## config.mk

```make
export PLATFORM = sky130hd
export DESIGN_NAME = piece_sprite_anim
export DESIGN_NICKNAME = d
export VERILOG_FILES = /design/src/rtl/piece_sprite_pkg.sv /design/src/rtl/sprite_pipe_delay.sv /design/src/rtl/piece_sprite_anim.sv
export SDC_FILE = /design/constraint.sdc
export NUM_CORES = 1
export LEC_CHECK = 0
export CORE_MARGIN = 2
export CORE_UTILIZATION = 45
export DETAILED_ROUTE_END_ITERATION = 12
export GPL_ROUTABILITY_DRIVEN = 0
export GPL_TIMING_DRIVEN = 0
export PLACE_DENSITY = 0.6
export SKIP_CTS_REPAIR_TIMING = 1
export SYNTH_ARGS = -nofsm -noshare
export SYNTH_HDL_FRONTEND = slang
export SYNTH_SLANG_ARGS = --single-unit
```

## constraint.sdc

```tcl
create_clock -name vga_clk -period 18.4 [get_ports vga_clk]
set_input_delay 4.6 -clock vga_clk [delete_from_list [all_inputs] [get_ports vga_clk]]
set_output_delay 4.6 -clock vga_clk [all_outputs]
set_load 0.05 [all_outputs]
```

## src/rtl/piece_sprite_pkg.sv

```systemverilog
// Shared types and defaults for the animated chess-piece sprite.
// Holds the FSM state enum and the square-to-pixel origin helper.
package piece_sprite_pkg;

  typedef enum logic [1:0] {
    S_IDLE,
    S_MOVING,
    S_DONE
  } anim_state_e;

  localparam int DEF_SPRITE_W    = 60;
  localparam int DEF_SPRITE_H    = 60;
  localparam int DEF_BOARD_X0    = 80;
  localparam int DEF_BOARD_Y0    = 0;
  localparam int DEF_MOVE_FRAMES = 16;
  localparam int DEF_ROM_LAT     = 1;
  localparam int DEF_INIT_COL    = 0;
  localparam int DEF_INIT_ROW    = 0;

  localparam logic [3:0] DEF_TRANSP_IDX = 4'hF;

  function automatic logic [10:0] sq_origin(
    input logic [2:0] idx,
    input int         base,
    input int         size
  );
    return 11'(base + int'(idx) * size);
  endfunction

endpackage

```

## src/rtl/sprite_pipe_delay.sv

```systemverilog
// Reset-clearable shift register used to line up hit/blank
// with the external sprite ROM read data.
module sprite_pipe_delay #(
  parameter int DEPTH = 1,
  parameter int WIDTH = 1
) (
  input  logic             clk,
  input  logic             rst,
  input  logic [WIDTH-1:0] d_i,
  output logic [WIDTH-1:0] q_o
);

  logic [WIDTH-1:0] sr_q [DEPTH];

  always_ff @(posedge clk) begin
    if (rst) begin
      for (int i = 0; i < DEPTH; i++) begin
        sr_q[i] <= '0;
      end
    end else begin
      sr_q[0] <= d_i;
      for (int i = 1; i < DEPTH; i++) begin
        sr_q[i] <= sr_q[i-1];
      end
    end
  end

  assign q_o = sr_q[DEPTH-1];

endmodule

```

## src/rtl/piece_sprite_anim.sv

```systemverilog
// Chess piece sprite: slides between squares one step per frame
// and renders through an external palette-index ROM.
module piece_sprite_anim
  import piece_sprite_pkg::*;
#(
  parameter int         SPRITE_W    = DEF_SPRITE_W,
  parameter int         SPRITE_H    = DEF_SPRITE_H,
  parameter int         BOARD_X0    = DEF_BOARD_X0,
  parameter int         BOARD_Y0    = DEF_BOARD_Y0,
  parameter int         MOVE_FRAMES = DEF_MOVE_FRAMES,
  parameter int         ROM_LAT     = DEF_ROM_LAT,
  parameter logic [3:0] TRANSP_IDX  = DEF_TRANSP_IDX,
  parameter int         INIT_COL    = DEF_INIT_COL,
  parameter int         INIT_ROW    = DEF_INIT_ROW,
  localparam int        ADDR_W      = $clog2(SPRITE_W*SPRITE_H)
) (
  input  logic              vga_clk,
  input  logic              reset,
  input  logic [9:0]        DrawX,
  input  logic [9:0]        DrawY,
  input  logic              blank,
  input  logic              frame_start,
  input  logic              move_start,
  input  logic [2:0]        from_col,
  input  logic [2:0]        from_row,
  input  logic [2:0]        to_col,
  input  logic [2:0]        to_row,
  input  logic              captured,
  output logic [ADDR_W-1:0] rom_addr,
  input  logic [3:0]        rom_q,
  output logic              pix_on,
  output logic [3:0]        pix_idx,
  output logic              busy,
  output logic              done
);

  localparam int SHIFT = $clog2(MOVE_FRAMES);
  localparam int CNT_W = SHIFT + 1;

  localparam logic [CNT_W-1:0] LAST_CNT = CNT_W'(MOVE_FRAMES);

  localparam logic [10:0] INIT_X =
    sq_origin(3'(INIT_COL), BOARD_X0, SPRITE_W);
  localparam logic [10:0] INIT_Y =
    sq_origin(3'(INIT_ROW), BOARD_Y0, SPRITE_H);

  anim_state_e      state_q;
  logic [CNT_W-1:0] frame_cnt_q;
  logic [10:0]      from_x_q, from_y_q;
  logic [10:0]      to_x_q, to_y_q;
  logic [10:0]      pos_x_q, pos_y_q;
  logic             busy_q, done_q;

  logic [CNT_W-1:0] cnt_d;
  logic [10:0]      fx_d, fy_d, tx_d, ty_d;
  logic [10:0]      step_x_d, step_y_d;

  // Product is widened: a 7-square move times 64 frames overflows 12 bits.
  function automatic logic [10:0] lerp(
    input logic [10:0]      a,
    input logic [10:0]      b,
    input logic [CNT_W-1:0] k
  );
    logic signed [11:0] delta;
    logic signed [19:0] dw;
    logic signed [19:0] kw;
    logic signed [19:0] prod;
    logic signed [19:0] sum;
    delta = $signed({1'b0, b}) - $signed({1'b0, a});
    dw    = delta;
    kw    = $signed(20'(k));
    prod  = (dw * kw) >>> SHIFT;
    sum   = $signed({9'b0, a}) + prod;
    return 11'(sum);
  endfunction

  always_comb begin
    cnt_d    = frame_cnt_q + CNT_W'(1);
    fx_d     = sq_origin(from_col, BOARD_X0, SPRITE_W);
    fy_d     = sq_origin(from_row, BOARD_Y0, SPRITE_H);
    tx_d     = sq_origin(to_col, BOARD_X0, SPRITE_W);
    ty_d     = sq_origin(to_row, BOARD_Y0, SPRITE_H);
    step_x_d = lerp(from_x_q, to_x_q, cnt_d);
    step_y_d = lerp(from_y_q, to_y_q, cnt_d);
  end

  always_ff @(posedge vga_clk) begin
    if (reset) begin
      state_q     <= S_IDLE;
      frame_cnt_q <= '0;
      from_x_q    <= INIT_X;
      from_y_q    <= INIT_Y;
      to_x_q      <= INIT_X;
      to_y_q      <= INIT_Y;
      pos_x_q     <= INIT_X;
      pos_y_q     <= INIT_Y;
      busy_q      <= 1'b0;
      done_q      <= 1'b0;
    end else begin
      unique case (state_q)
        S_IDLE: begin
          done_q <= 1'b0;
          if (move_start) begin
            from_x_q    <= fx_d;
            from_y_q    <= fy_d;
            to_x_q      <= tx_d;
            to_y_q      <= ty_d;
            pos_x_q     <= fx_d;
            pos_y_q     <= fy_d;
            frame_cnt_q <= '0;
            busy_q      <= 1'b1;
            state_q     <= S_MOVING;
          end
        end
        S_MOVING: begin
          if (frame_start) begin
            frame_cnt_q <= cnt_d;
            if (cnt_d == LAST_CNT) begin
              pos_x_q <= to_x_q;
              pos_y_q <= to_y_q;
              busy_q  <= 1'b0;
              done_q  <= 1'b1;
              state_q <= S_DONE;
            end else begin
              pos_x_q <= step_x_d;
              pos_y_q <= step_y_d;
            end
          end
        end
        S_DONE: begin
          done_q  <= 1'b0;
          state_q <= S_IDLE;
        end
        default: begin
          busy_q  <= 1'b0;
          done_q  <= 1'b0;
          state_q <= S_IDLE;
        end
      endcase
    end
  end

  assign busy = busy_q;
  assign done = done_q;

  logic [10:0]       px_d, py_d;
  logic [10:0]       ofs_x_d, ofs_y_d;
  logic              hit_d;
  logic [ADDR_W-1:0] addr_d;

  // 11-bit unsigned compares: right/bottom edges never wrap.
  always_comb begin
    px_d    = {1'b0, DrawX};
    py_d    = {1'b0, DrawY};
    ofs_x_d = px_d - pos_x_q;
    ofs_y_d = py_d - pos_y_q;
    hit_d   = (px_d >= pos_x_q)
            && (px_d < pos_x_q + 11'(SPRITE_W))
            && (py_d >= pos_y_q)
            && (py_d < pos_y_q + 11'(SPRITE_H));
    addr_d  = '0;
    if (hit_d) begin
      addr_d = ADDR_W'(ofs_x_d)
             + ADDR_W'(ofs_y_d) * ADDR_W'(SPRITE_W);
    end
  end

  logic [ADDR_W-1:0] rom_addr_q;
  logic              hit_q, blank_q;
  logic              hit_al, blank_al;
  logic              pix_on_q;
  logic [3:0]        pix_idx_q;
  logic              opaque;

  always_ff @(posedge vga_clk) begin
    if (reset) begin
      rom_addr_q <= '0;
      hit_q      <= 1'b0;
      blank_q    <= 1'b0;
    end else begin
      rom_addr_q <= addr_d;
      hit_q      <= hit_d;
      blank_q    <= blank;
    end
  end

  sprite_pipe_delay #(
    .DEPTH (ROM_LAT),
    .WIDTH (2)
  ) u_align (
    .clk (vga_clk),
    .rst (reset),
    .d_i ({hit_q, blank_q}),
    .q_o ({hit_al, blank_al})
  );

  assign opaque = hit_al & blank_al & ~captured
                & (rom_q != TRANSP_IDX);

  always_ff @(posedge vga_clk) begin
    if (reset) begin
      pix_on_q  <= 1'b0;
      pix_idx_q <= 4'h0;
    end else begin
      pix_on_q  <= opaque;
      pix_idx_q <= opaque ? rom_q : 4'h0;
    end
  end

  assign rom_addr = rom_addr_q;
  assign pix_on   = pix_on_q;
  assign pix_idx  = pix_idx_q;

endmodule

```

Word-level counts from Yosys, hierarchy flattened
Memory sizes are Yosys's and may differ from the RTL's. Cells that the tools add are included.

$add $sub $neg: 12. Multiply operators: 7. Order comparisons: 4. Equal/unequal tests: 7. Multiplexer cells: 24. Bitwise operators: 8. Reductions and logical operators: 14.

Operators with widths (number): $mux 11 (6); $pmux 11 s2 (2); $mul 12x6->15 (2); $mul 3x4->7 const B (4); $sub 11x11->12 (2); $add 11x11->11 (2); $add 11x6->11 const B (2); $ge 10x11->1 (2); $lt 10x11->1 (2); $sub 10x11->11 (2); $add 7x9->10 const A (2); $add 11x12->12 (1); $mul 11x4->10 const B (1); $mux 5 (2); $pmux 5 s2 (1); $mux 2 (4); $reduce_or 2->1 (4); $mux 1 (7); $ne 2x2->1 const B (3); $reduce_and 3->1 (2); $add 5x1->5 const B (1); $eq 5x5->1 const B (1); $not 1->1 (5); $ne 4x4->1 const B (1); other kinds (10) (15).

Flip-flop bits (word level): 90. Bits in writable memories: 2. Input bits: 42. Output and inout port bits: 19. Word-level logic and storage cells: 92. Memories kept: 1.

Memories: u_align.sr_q (depth 1, bits a word 2, read ports 1, clocked after Yosys merged registers in 0, wr ports 1, line sprite_pipe_delay.sv:13) `logic [WIDTH-1:0] sr_q [DEPTH];`.

Logic depth before layout (Yosys ltp)
Depth in word-level cells: 7. Mapped depth: 29. Mapped depth without buffers: 29.

Cells and area by module
A second synthesis with hierarchy kept.

Cell total of the unflattened synthesis: 1272. Area total of the unflattened synthesis: 10361.2 µm².

Modules (own cells, without submodules): piece_sprite_anim (times used 1, cells each 1268, area an instance 10308.6 µm², sequential area each 1601.5 µm²); sprite_pipe_delay (times used 1, cells each 4, area an instance 52.6 µm², sequential area each 40.0 µm²).

Worst setup path after synthesis
Ideal clock, no wire load.

Kind: input to register. Start point: input port DrawY[3]. End point: register rom_addr_q[11] (netlist: rom_addr[11]). Library setup time: 0.117 ns. Arrival: 8.528 ns. Required time: 18.283 ns. Setup slack: 9.754 ns. Stages: 18. Path buffers: 0. Path through: ha_1 > a21oi_1 > nor2b_1 > a211oi_1 > xnor2_1 > inv_1 > fa_1 > inv_1 > fa_1 > ha_1 > nand2_1 > nor2_1 > a211oi_1 > o2bb2ai_1 > xnor2_1 > xnor3_1 > xnor2_1 > nor2_1.

Cells in the longest elaborated chain, start to end: 5. Elaborated cells between the ends (all ways): 9. Those cells by class: add/sub (2); mul (1); order compare (2); bitwise (1); reduce/logical (3).

Ends and longest elaborated chain: start, declared (line piece_sprite_anim.sv:20) `input logic [9:0] DrawY,`; parallel branches: the longest is 5 deep, another holds $add 11x12->12; end signal, assigned (line piece_sprite_anim.sv:181) `rom_addr_q <= addr_d;`; end, declared (line piece_sprite_anim.sv:168) `logic [ADDR_W-1:0] rom_addr_q;`.

Several ways; the timed one is not identified. A chain may end at the register's enable or synchronous reset.

Final worst setup path
Ends and elaborated chain as after synthesis.

==> run summary <==
The logs give 11.60 ns for the minimum setup slack among reg-to-reg paths and 0 ns for the summed negative setup slack over all endpoints. Area of the core: 22500 sq um. The largest area contributor in the netlist is sky130_fd_sc_hd__ha_1. The time the worst path needs with I/O delays and setup was 9.23 ns; the yosys synthesis warning count was 0.

In this run the count of I/O pins placed on the die edge is 61. The floorplan step set the die height to 155 um. In the post-synthesis netlist, the cell with the most instances is sky130_fd_sc_hd__inv_1. Number of enable flip-flop cells after synthesis: 0. At the end of the flow, the number of nets in the layout was 1599. Average routed wire per standard cell: 15.4 um. The run gives 3 as the H-tree depth reported by CTS. Count of final max-slew check failures: 0. In this run the deepest clock path goes through 2 buffers.

Maximum fanout encountered on the critical timing path: 5. The run gives 0.455 as the initial cell density of the core. The die area is 24000 sq um, and the clock latency reported for the late side of the worst-skew pair is 0.35 ns. Cell type of the slowest stage on the worst timing path: sky130_fd_sc_hd__fa_1. The share of flip-flops with an asynchronous set or reset after synthesis is 0. The met3 track demand over resource in global routing came out at 0.0202. The run gives 0.368 as the met2 track utilization from global routing.

For the sequential element share of the synthesized area, the log shows 0.160. The repair_antennas step left the layout with diodes totalling 0. The delay contributed by the slowest stage of the critical path is 0.55 ns, and the number of antenna violations at the first check in global routing is 0. In the post-synthesis netlist, the biggest area contributors are sky130_fd_sc_hd__ha_1, sky130_fd_sc_hd__fa_1, sky130_fd_sc_hd__dfxtp_1. For the via count of the first global-routing pass, the log shows 8301. For this run, design rule violations remaining after detail routing come to 0. Measured in cells, the most critical reg-to-reg path has a length of 28. STA classifies the critical path endpoint as a flop. The achievable clock frequency was 108 MHz; the number of library cell types mapped by synthesis was 55. After clock tree synthesis, the clock-pin slew on the worst setup and hold paths is 0.06 ns.

The endpoint identified for the worst register-to-register timing path is pos_x_q[10]. The tools report the startpoint class of the critical path as a primary input. For this block, the initial DRC count from the detailed router was 331. In this run the cell area of the synthesized design comes to 10200 sq um. The depth of the worst hold-timing path is 1.

The global routing usage on met1 is 0.289, and the signal arrival time at the worst endpoint is 9.47 ns. The dominant synthesized flop cell is sky130_fd_sc_hd__dfxtp_1. Before antenna repair, the detailed router went through 5 iterations.

The power per cell area is 146 nW/um^2, and the gate count after technology mapping is 1244. The tree is rooted in a sky130_fd_sc_hd__clkbuf_16. Dividing the detail-routed via count by the number of cells gives 5.16.

Setup repair after global routing left no endpoint under its margin. The global routing's busiest layer was met2. The category of the critical setup timing path was in -> reg. Before CTS, the worst setup slack after placement is 8.86 ns. The tools report the sink count of the clock tree as 82. Once detailed placement completed, the half-perimeter wirelength came to 20.8 mm. Clock tree synthesis inserted a total of 9 buffers. The number of nets handed over by synthesis was 1528.

The aggregate global routing overflow was 0. After floorplanning, the core was divided into 55 placement rows. The required time at the endpoint of the critical path was 18.64 ns; the flip-flop and latch count after synthesis was 82. The largest net degree at the start of global routing came out at 14. TritonCTS built the clock tree. Setup violations remaining at the end of the flow were counted as 0.

The run finished with clean final reports. Layout cell share with drive strength beyond 1: 0.0182. The path class of the tightest hold or removal check is reg -> reg. The tools report the max capacitance violation total as 0. Clock skew on the completed layout was measured at 0.00611 ns. For the total global routing track utilization, the log shows 0.215. Across all hold checks on the routed design, the worst slack comes to 0.445 ns. The tools report the count of endpoints failing hold in the final timing report as 0. The first global-routing pass estimated 41.3 mm of wire. The run gives 0.565 as the headroom to the max-slew limit.

At the pin with the least slew margin, the transition time is 0.653 ns. Buffers placed on the I/O ports in this run total 60. The tools report the startpoint of the lowest-slack register-to-register path as from_x_q[2].

The hold path startpoint is hit_q. The analysis attributes to cell leakage a power of 5.31 nW. Smallest setup slack after layout: 9.17 ns.

The post-route antenna net violation count was 0; the portion of the clock cycle consumed by the worst path in the final layout was 0.502. The run gives 8278 as the via count of the routed design. In the synthesized netlist, the cells that appear most often are sky130_fd_sc_hd__inv_1, sky130_fd_sc_hd__nor2_1, sky130_fd_sc_hd__ha_1. The worst hold path terminates at u_align.sr_q[0][1]. Each instance of the synthesized netlist takes up on average 8.23 sq um. The area growth from synthesis to final layout is 12.4%, and the chip width is 155 um.

VDD sags by at most 0.120 mV. The routed wire length came out at 24.7 mm. Traced cell by cell, the critical path runs through clkdlybuf4s50_1 -> ha_1 -> a21oi_1 -> nor2b_1 -> a211oi_1 -> xnor2_1 -> inv_1 -> fa_1 -> inv_1 -> fa_1 -> ha_1 -> nand2_1 -> nor2_1 -> a211oi_1 -> xnor2_1 -> ha_1 -> nand2_1 -> o21ai_0 -> xnor2_1 -> nor2_1. The share of the synthesized area in the top cell type was 0.193.
[layout by cell type (no fill, tap or decap), types with 35 or more instances in the layout]
| master | Yosys | layout |
|---|---|---|
| sky130_fd_sc_hd__inv_1 | 180 | 180 |
| sky130_fd_sc_hd__nor2_1 | 176 | 176 |
| sky130_fd_sc_hd__ha_1 | 158 | 158 |
| sky130_fd_sc_hd__a21oi_1 | 98 | 98 |
| sky130_fd_sc_hd__fa_1 | 84 | 84 |
| sky130_fd_sc_hd__dfxtp_1 | 82 | 82 |
| sky130_fd_sc_hd__nand2_1 | 71 | 71 |
| sky130_fd_sc_hd__xnor2_1 | 67 | 67 |
| sky130_fd_sc_hd__clkdlybuf4s50_1 | 0 | 60 |
| sky130_fd_sc_hd__xor2_1 | 35 | 35 |
[power breakdown]
part	internal (mW)	total, mW	switching (mW)	leakage [nW]
clock network	0.117	0.194	0.0773	0.152
logic	0.588	1.28	0.689	4.48
registers	0.196	0.213	0.0165	0.670
[routing by layer]
layer  wire, um  share of wire
met5          0              0
met4        427          0.017
met3        718          0.029
met2      11700           0.47
met1      11900           0.48
[final cells by class]
cell class              instances  area [sq um]
well taps                     285           357
inverters                     181           679
flip-flops and latches         82          1640
multi-input cells             948          7790
fillers                      2180         11000
repair buffers                 60           601
clock buffers                  13           270
clock inverters                 3          46.3
plain buffers                  33           128
[worst max-delay path by stage]
stage,start,to,depth (start not counted)
after floorplan,DrawY[3],rom_addr[11],18
after CTS,DrawY[3],rom_addr[11],20
after global routing,DrawY[3],rom_addr[11],20
after global placement,DrawY[3],rom_addr[11],19
final,DrawY[3],rom_addr[11],20
after detailed placement,DrawY[3],rom_addr[11],20
[stage by stage]
| step | instance area, sq um | instances | utilization | total power [mW] |
|---|---|---|---|---|
| 5_1_grt | 11500 | 1605 | 0.511 | 1.87 |
| 3_3_place_gp | 11200 | 1589 | 0.497 | 1.48 |
| 3_5_place_dp | 11200 | 1589 | 0.497 | 1.49 |
| 2_1_floorplan | 10200 | 1244 | - | 1.24 |
| 6_report | 11500 | 1605 | 0.511 | 1.68 |
| 4_1_cts | 11500 | 1605 | 0.511 | 1.70 |
[sequential cells by signal, indices dropped and copies added (netlist names)]
name and count:
to_y_q 7, blank_q 1, pix_on 1, done 1, hit_q 1, rom_addr 12, pos_y_q 11, from_y_q 7
state_q 2, pix_idx 4, to_x_q 8, pos_x_q 11, u_align.sr_q 2, busy 1, from_x_q 8, frame_cnt_q 5
[worst max-delay path, delay by kind of cell]
family,cells,cell delay (ns)
compound gates,4,1.22
xor+xnor,3,0.60
fa+ha+maj,5,2.10
buf+inv,3,0.63
simple gates,5,0.33
[cell families after synthesis]
kind of cell / synth area share
AND/OR/NAND/NOR: 0.155
AO/OA/AOI/OAI: 0.147
adder cells (fa/ha/maj): 0.357
buffers and inverters: 0.0789
XOR/XNOR: 0.0961
flip-flops: 0.160
multiplexers: 0.00489
Note: power is estimated with default switching activity, not from simulation.
